--- src/rtl/scan_frame_loader_pkg.sv ---
`default_nettype none
// ============================================================================
//  Module      : scan_frame_pkg
//  Description : Shared types and constants for the scan frame loader:
//                FSM state encoding, default frame width / settle time and
//                the counter-width helper.
//  Revision    : 1.0 - initial release
// ============================================================================
package scan_frame_pkg;

   typedef enum logic [1:0] {
      ST_IDLE   = 2'd0,
      ST_SHIFT  = 2'd1,
      ST_APPLY  = 2'd2,
      ST_SETTLE = 2'd3
   } state_e;

   localparam int c_def_width  = 8;
   localparam int c_def_settle = 1;

   // Settle counter holds SETTLE-1, SETTLE in 1..15.
   localparam int c_settle_cnt_w = 4;

   // Width of a counter that must hold the value w itself.
   function automatic int cnt_width(input int w);
      return $clog2(w + 1);
   endfunction

   localparam int c_def_cnt_w = cnt_width(c_def_width);

endpackage
`default_nettype wire

--- src/rtl/scan_frame_loader_piso.sv ---
`default_nettype none
// ============================================================================
//  Module      : scan_piso
//  Description : Parallel-load, serial-out shifter for captured results.
//                A load presents data_i[0] on the following cycle and then
//                one bit per cycle, LSB first, for WIDTH cycles. No
//                backpressure.
//  Ports       : clk     - clock
//                reset   - asynchronous active-high reset
//                load_i  - load data_i and start a WIDTH-bit burst
//                data_i  - parallel word to serialize
//                bit_o   - serial bit (registered)
//                valid_o - bit_o is valid (registered)
//  Revision    : 1.0 - initial release
// ============================================================================
module scan_piso
   import scan_frame_pkg::*;
#(
   parameter int WIDTH = c_def_width
) (
   input  logic             clk,
   input  logic             reset,
   input  logic             load_i,
   input  logic [WIDTH-1:0] data_i,
   output logic             bit_o,
   output logic             valid_o
);

   localparam int                 c_cnt_w = cnt_width(WIDTH);
   localparam logic [c_cnt_w-1:0] c_full  = c_cnt_w'(WIDTH);

   logic [WIDTH-1:0]   sr_q, sr_d;
   logic [c_cnt_w-1:0] cnt_q, cnt_d;
   logic               valid_q, valid_d;

   always_comb begin
      sr_d  = sr_q;
      cnt_d = cnt_q;
      if (load_i) begin
         sr_d  = data_i;
         cnt_d = c_full;
      end else if (cnt_q != '0) begin
         // Zeros shift in, so bit_o rests at 0 once the burst is over.
         sr_d  = sr_q >> 1;
         cnt_d = cnt_q - c_cnt_w'(1);
      end
      // Valid is registered alongside the shifter so it tracks cnt_q != 0.
      valid_d = (cnt_d != '0);
   end

   always_ff @(posedge clk or posedge reset) begin
      if (reset) begin
         sr_q    <= '0;
         cnt_q   <= '0;
         valid_q <= 1'b0;
      end else begin
         sr_q    <= sr_d;
         cnt_q   <= cnt_d;
         valid_q <= valid_d;
      end
   end

   assign bit_o   = sr_q[0];
   assign valid_o = valid_q;

endmodule
`default_nettype wire

--- src/rtl/scan_frame_loader.sv ---
`default_nettype none
// ============================================================================
//  Module      : scan_frame_loader
//  Description : Serial-to-parallel stimulus loader and result capturer for
//                an 8-in/8-out user slot. Shifts a WIDTH-bit frame in LSB
//                first, applies it to user_in, waits SETTLE cycles, captures
//                user_out and streams it back LSB first.
//  Ports       : clk          - clock
//                reset        - asynchronous active-high reset
//                sd_in        - serial stimulus bit
//                sd_valid     - sd_in valid
//                sd_ready     - loader accepts a bit (decoded from FSM)
//                user_in      - stimulus word to the user slot (registered)
//                user_out     - response word from the user slot
//                sd_out       - serial result bit (registered)
//                sd_out_valid - sd_out valid (registered)
//                frame_done   - one-cycle pulse after capture (registered)
//  Revision    : 1.0 - initial release
// ============================================================================
module scan_frame_loader
   import scan_frame_pkg::*;
#(
   parameter int WIDTH  = c_def_width,   // must be >= 2
   parameter int SETTLE = c_def_settle   // 1..15
) (
   input  logic             clk,
   input  logic             reset,
   input  logic             sd_in,
   input  logic             sd_valid,
   output logic             sd_ready,
   output logic [WIDTH-1:0] user_in,
   input  logic [WIDTH-1:0] user_out,
   output logic             sd_out,
   output logic             sd_out_valid,
   output logic             frame_done
);

   localparam int                        c_bit_cnt_w   = cnt_width(WIDTH);
   localparam logic [c_bit_cnt_w-1:0]    c_last_bit    = c_bit_cnt_w'(WIDTH - 1);
   localparam logic [c_settle_cnt_w-1:0] c_settle_init = c_settle_cnt_w'(SETTLE - 1);

   state_e                    state_q, state_d;
   logic [WIDTH-1:0]          in_sr_q, in_sr_d;
   logic [WIDTH-1:0]          user_in_q, user_in_d;
   logic [c_bit_cnt_w-1:0]    bit_cnt_q, bit_cnt_d;
   logic [c_settle_cnt_w-1:0] settle_cnt_q, settle_cnt_d;
   logic                      frame_done_q, frame_done_d;
   logic                      capture;

   always_comb begin
      state_d      = state_q;
      in_sr_d      = in_sr_q;
      user_in_d    = user_in_q;
      bit_cnt_d    = bit_cnt_q;
      settle_cnt_d = settle_cnt_q;
      frame_done_d = 1'b0;
      capture      = 1'b0;
      sd_ready     = 1'b0;

      case (state_q)
         ST_IDLE, ST_SHIFT: begin
            sd_ready = 1'b1;
            if (sd_valid) begin
               // Enter at the MSB so the first bit ends up in bit 0.
               in_sr_d = {sd_in, in_sr_q[WIDTH-1:1]};
               if (bit_cnt_q == c_last_bit) begin
                  bit_cnt_d = '0;
                  state_d   = ST_APPLY;
               end else begin
                  bit_cnt_d = bit_cnt_q + c_bit_cnt_w'(1);
                  state_d   = ST_SHIFT;
               end
            end
         end

         ST_APPLY: begin
            user_in_d    = in_sr_q;
            settle_cnt_d = c_settle_init;
            state_d      = ST_SETTLE;
         end

         ST_SETTLE: begin
            if (settle_cnt_q == '0) begin
               capture      = 1'b1;
               frame_done_d = 1'b1;
               state_d      = ST_IDLE;
            end else begin
               settle_cnt_d = settle_cnt_q - c_settle_cnt_w'(1);
            end
         end

         default: state_d = ST_IDLE;
      endcase
   end

   always_ff @(posedge clk or posedge reset) begin
      if (reset) begin
         state_q      <= ST_IDLE;
         in_sr_q      <= '0;
         user_in_q    <= '0;
         bit_cnt_q    <= '0;
         settle_cnt_q <= '0;
         frame_done_q <= 1'b0;
      end else begin
         state_q      <= state_d;
         in_sr_q      <= in_sr_d;
         user_in_q    <= user_in_d;
         bit_cnt_q    <= bit_cnt_d;
         settle_cnt_q <= settle_cnt_d;
         frame_done_q <= frame_done_d;
      end
   end

   assign user_in    = user_in_q;
   assign frame_done = frame_done_q;

   // Capture happens on the same edge that loads the output shifter.
   scan_piso #(
      .WIDTH (WIDTH)
   ) u_piso (
      .clk     (clk),
      .reset   (reset),
      .load_i  (capture),
      .data_i  (user_out),
      .bit_o   (sd_out),
      .valid_o (sd_out_valid)
   );

endmodule
`default_nettype wire

--- config.mk ---
export PLATFORM = sky130hd
export DESIGN_NAME = scan_frame_loader
export DESIGN_NICKNAME = d
export VERILOG_FILES = /design/src/rtl/scan_frame_loader_pkg.sv /design/src/rtl/scan_frame_loader_piso.sv /design/src/rtl/scan_frame_loader.sv
export SDC_FILE = /design/constraint.sdc
export NUM_CORES = 1
export LEC_CHECK = 0
export CAP_MARGIN = 20
export CORE_UTILIZATION = 58
export CTS_CLUSTER_DIAMETER = 60
export DETAILED_ROUTE_END_ITERATION = 8
export PLACE_DENSITY = 0.83
export SYNTH_ARGS = -nofsm -noshare
export SYNTH_HDL_FRONTEND = slang
export SYNTH_HIERARCHICAL = 1
export SYNTH_SLANG_ARGS = --single-unit
--- constraint.sdc ---
create_clock -name clk -period 3.2 [get_ports clk]
set_input_delay 0.64 -clock clk [delete_from_list [all_inputs] [get_ports clk]]
set_output_delay 0.64 -clock clk [all_outputs]
set_load 0.03 [all_outputs]
==> run_summary.xml <==
<?xml version="1.0" encoding="UTF-8"?>
<metrics>
  <group name="placement">
    <metric name="number_of_input_and_output_port_buffers_inserted" unit="">23</metric>
    <metric name="globalplace.congestion" unit="">0.781</metric>
    <metric name="pre_cts_slack" unit="ns">0.985</metric>
    <metric name="hpwlAfterDp" unit="µm">2280</metric>
    <metric name="place_area" unit="µm²">2050</metric>
  </group>
  <group name="detailed_routing">
    <metric name="drt_drc_violations_left" unit="">0</metric>
    <metric name="final_antenna_net_count" unit="">0</metric>
    <metric name="routed_vias" unit="">1236</metric>
    <metric name="starting_drt_drc_count" unit="">65</metric>
    <metric name="firstDrtPassIters" unit="">4</metric>
    <metric name="detail_route.wirelength" unit="µm">3160</metric>
    <metric name="routedWlPerCell" unit="µm">15.4</metric>
    <metric name="vias_per_cell" unit="">6.00</metric>
  </group>
  <group name="final_layout">
    <metric name="drive_above_1_share" unit="%">18.9</metric>
    <metric name="fillerInstances" unit="">214</metric>
    <metric name="areaGrowthSynthToFinish" unit="%">15.4</metric>
    <metric name="final_nets" unit="">190</metric>
    <metric name="n_antenna_cell" unit="">0</metric>
    <metric name="post-route-cell-area" unit="µm²">2090</metric>
  </group>
  <group name="setup_path">
    <metric name="path_class" unit="">reg -&gt; out</metric>
    <metric name="worst_ep_required_time" unit="ns">2.56</metric>
    <metric name="timing.critical_path.arrival" unit="ns">1.73</metric>
    <metric name="kind_of_end_point_of_the_critical_path" unit="">primary output</metric>
    <metric name="worst_setup_path_start_kind" unit="">register</metric>
    <metric name="crit_fanout" unit="">8</metric>
  </group>
  <group name="sta">
    <metric name="report.final.setup_viol" unit="">0</metric>
    <metric name="final_min_period_over_clock_period" unit="%">74.1</metric>
    <metric name="clock_skew" unit="ns">0.00906</metric>
    <metric name="worstMarginPinSlew" unit="ns">0.825</metric>
    <metric name="final.setup.tns" unit="ns">0</metric>
    <metric name="final-max-slew-violation-count" unit="">0</metric>
    <metric name="max_freq" unit="MHz">422</metric>
    <metric name="fin_crit" unit="ns">2.37</metric>
    <metric name="grt_setup_unrepaired" unit="">no</metric>
    <metric name="worst_slew_margin_rel" unit="%">45.0</metric>
    <metric name="final_critical_path_setup_slack" unit="ns">0.830</metric>
    <metric name="report.final.hold_viol_count" unit="">0</metric>
  </group>
  <group name="floorplanning">
    <metric name="top_level_ports" unit="">24</metric>
    <metric name="floorplan.die.height" unit="µm">57.9</metric>
    <metric name="die_width" unit="µm">57.9</metric>
    <metric name="core_area" unit="µm²">2850</metric>
    <metric name="floorplan.die_area" unit="µm²">3360</metric>
    <metric name="core.rowCount" unit="">19</metric>
    <metric name="initial_core_util" unit="%">63.6</metric>
  </group>
  <group name="grt">
    <metric name="grt_pass1_wl" unit="µm">5490</metric>
    <metric name="grt-ovfl-total" unit="">0</metric>
    <metric name="via_count_of_the_first_global_routing_pass" unit="">1289</metric>
    <metric name="number_of_antenna_violations_at_the_first_check_in_global_routing" unit="">0</metric>
    <metric name="overall_fraction_of_global_route_tracks_in_use" unit="%">21.8</metric>
    <metric name="largest_net_degree_at_the_start_of_global_routing" unit="">28</metric>
  </group>
  <group name="power">
    <metric name="power.net_switching" unit="mW">0.770</metric>
    <metric name="seq_power_share" unit="%">45.0</metric>
    <metric name="power.static_leakage" unit="nW">0.931</metric>
    <metric name="p_clk_share" unit="%">11.7</metric>
    <metric name="swShare" unit="%">38.9</metric>
    <metric name="intPower" unit="mW">1.21</metric>
    <metric name="p_comb_share" unit="%">43.3</metric>
    <metric name="pwr_density_cell" unit="nW/µm²">947</metric>
    <metric name="vdd.ir_drop.worst" unit="µV">598</metric>
  </group>
  <group name="status">
    <metric name="status" unit="">finished clean</metric>
  </group>
  <group name="synth">
    <metric name="synthDominantAreaCellType" unit="">dfrtp_1</metric>
    <metric name="unique_masters_post_synth" unit="">41</metric>
    <metric name="ys.flop_type" unit="">dfrtp_1</metric>
    <metric name="ys_seq_elements" unit="">40</metric>
    <metric name="syn_area" unit="µm²">1810</metric>
    <metric name="yosys.area.top_type_share" unit="%">55.2</metric>
    <metric name="synth.top_cells.by_area" unit="">dfrtp_1, mux2_2, mux2i_1</metric>
    <metric name="synth.yosys.warnings" unit="">6</metric>
    <metric name="syn_nets" unit="">165</metric>
    <metric name="postSynth.asyncResetShare" unit="%">100</metric>
    <metric name="ys_seq_area_share" unit="%">55.2</metric>
    <metric name="synth-edff-count" unit="">0</metric>
    <metric name="synthCells" unit="">150</metric>
    <metric name="syn_area_per_cell" unit="µm²">12.1</metric>
  </group>
  <group name="min_path">
    <metric name="worstHoldPathType" unit="">reg -&gt; reg</metric>
  </group>
  <group name="clocking">
    <metric name="numClockSinks" unit="">40</metric>
    <metric name="tritoncts" unit="">built</metric>
    <metric name="clk_root_buffer_cell" unit="">clkbuf_4</metric>
    <metric name="clk_pin_slew" unit="ns">0.11</metric>
    <metric name="clk_path_buf_depth" unit="">2</metric>
    <metric name="clkLatencyLatePin" unit="ns">0.34</metric>
    <metric name="cts-buffers-inserted" unit="">5</metric>
    <metric name="cts_hold_buffers" unit="">0</metric>
    <metric name="cts_post_setup_buffers_inserted" unit="">0</metric>
    <metric name="cts-htree-levels" unit="">2</metric>
    <metric name="cts_resized" unit="">0</metric>
  </group>
  <group name="job">
    <metric name="max-cap-violations" unit="">0</metric>
  </group>
</metrics>
==> sequential cells by signal, indices dropped and copies added (netlist names), 2 cells and up <==
signal,flops
in_sr_q,8
u_piso/sr_q,8
user_in,8
bit_cnt_q,4
settle_cnt_q,4
u_piso/cnt_q,4
state_q,2
==> worst paths after layout <==
check,start,end,cells after the start,slack (ns)
max,state_q[1],sd_ready,2,0.83
min,user_in[0],user_in[0],1,0.50
max reg2reg,settle_cnt_q[0],u_piso/valid_o,6,0.97
min reg2reg,user_in[0],user_in[0],1,0.50
max in group asynchronous,reset,u_piso/sr_q[5],2,2.23
min in group asynchronous,reset,u_piso/sr_q[7],2,0.64
==> synthesized netlist by cell type, drive strengths merged, types with 2 or more instances <==
library cell,count
dfrtp,40
mux2,18
nand2,16
o21ai,11
inv,9
mux2i,8
a21oi,4
buf,4
nor2,4
ha,3
a22o,2
clkbuf,2
nand3,2
nand4b,2
nor3b,2
nor4,2
o311ai,2
or2,2
xnor2,2
==> kinds of logic after synthesis <==
family	count (synthesis)	share of synthesized area [%]
xor gates and xnor gates	2	0.966
and+or+nand+nor	39	13.2
adders and majority gates	3	2.07
DFF	40	55.2
muxes	26	15.6
AOI/OAI and AO/OA	25	8.83
buffers and inverters	15	4.21
==> metrics by stage <==
step                      hold slack (ns)  utilization (%)  power (mW)  instances
after floorplan                     0.460                -        1.51        150
after global placement              0.470             71.8        1.72        199
after detailed placement            0.483             71.8        1.76        199
after CTS                           0.507             73.4        2.00        206
after global routing                0.537             73.4        2.11        206
final                               0.504             73.4        1.98        206
==> critical path: stages (launching register included) <==
cell and delay, ns:
dfrtp_1 0.48, inv_2 0.21, clkdlybuf4s50_1 0.71
==> per-layer routing <==
| layer | GRT usage, % | up-vias | part of all wire [%] |
|---|---|---|---|
| met4 | 10.9 | 0 | 1.3 |
| li1 | - | 576 | - |
| met3 | 6.03 | 6 | 3.7 |
| met1 | 26.2 | 628 | 44 |
| met5 | 0 | - | 0 |
| met2 | 36.3 | 26 | 51 |
==> power by group through the flow <==
stage                     Combinational [mW]  Clock (mW)  Sequential (mW)
after floorplan                        0.537           0            0.974
after global placement                 0.826           0            0.889
after detailed placement               0.861           0            0.902
after CTS                              0.866       0.240            0.892
after global routing                   0.928       0.263            0.923
final                                  0.859       0.231            0.893
==> final cells by class <==
| type | count | area, µm² | area share [%] |
|---|---|---|---|
| timing repair buffer | 24 | 238 | 11.4 |
| clock inverter | 1 | 5.00 | 0.239 |
| inverter | 9 | 33.8 | 1.61 |
| multi-input combinational | 95 | 737 | 35.2 |
| clock buffer | 6 | 41.3 | 1.97 |
| sequential | 40 | 1000 | 47.8 |
| tap | 31 | 38.8 | 1.85 |
==> cells in the final DEF (no fill, tap or decap), types with 2 or more instances in the layout <==
cell type,Yosys,routed
or2_2,2,2
dfrtp_1,40,40
a21oi_1,4,4
ha_1,3,3
clkdlybuf4s50_1,0,23
clkbuf_4,0,5
a22o_1,2,2
inv_1,8,8
o21ai_0,6,6
nand4b_1,2,2
o21ai_1,5,5
mux2_2,17,17
nand3_1,2,2
nor2_1,3,3
xnor2_1,2,2
o311ai_0,2,2
nand2_1,16,16
nor3b_2,2,2
mux2i_1,8,8
Power figures use the tool's default switching activity.
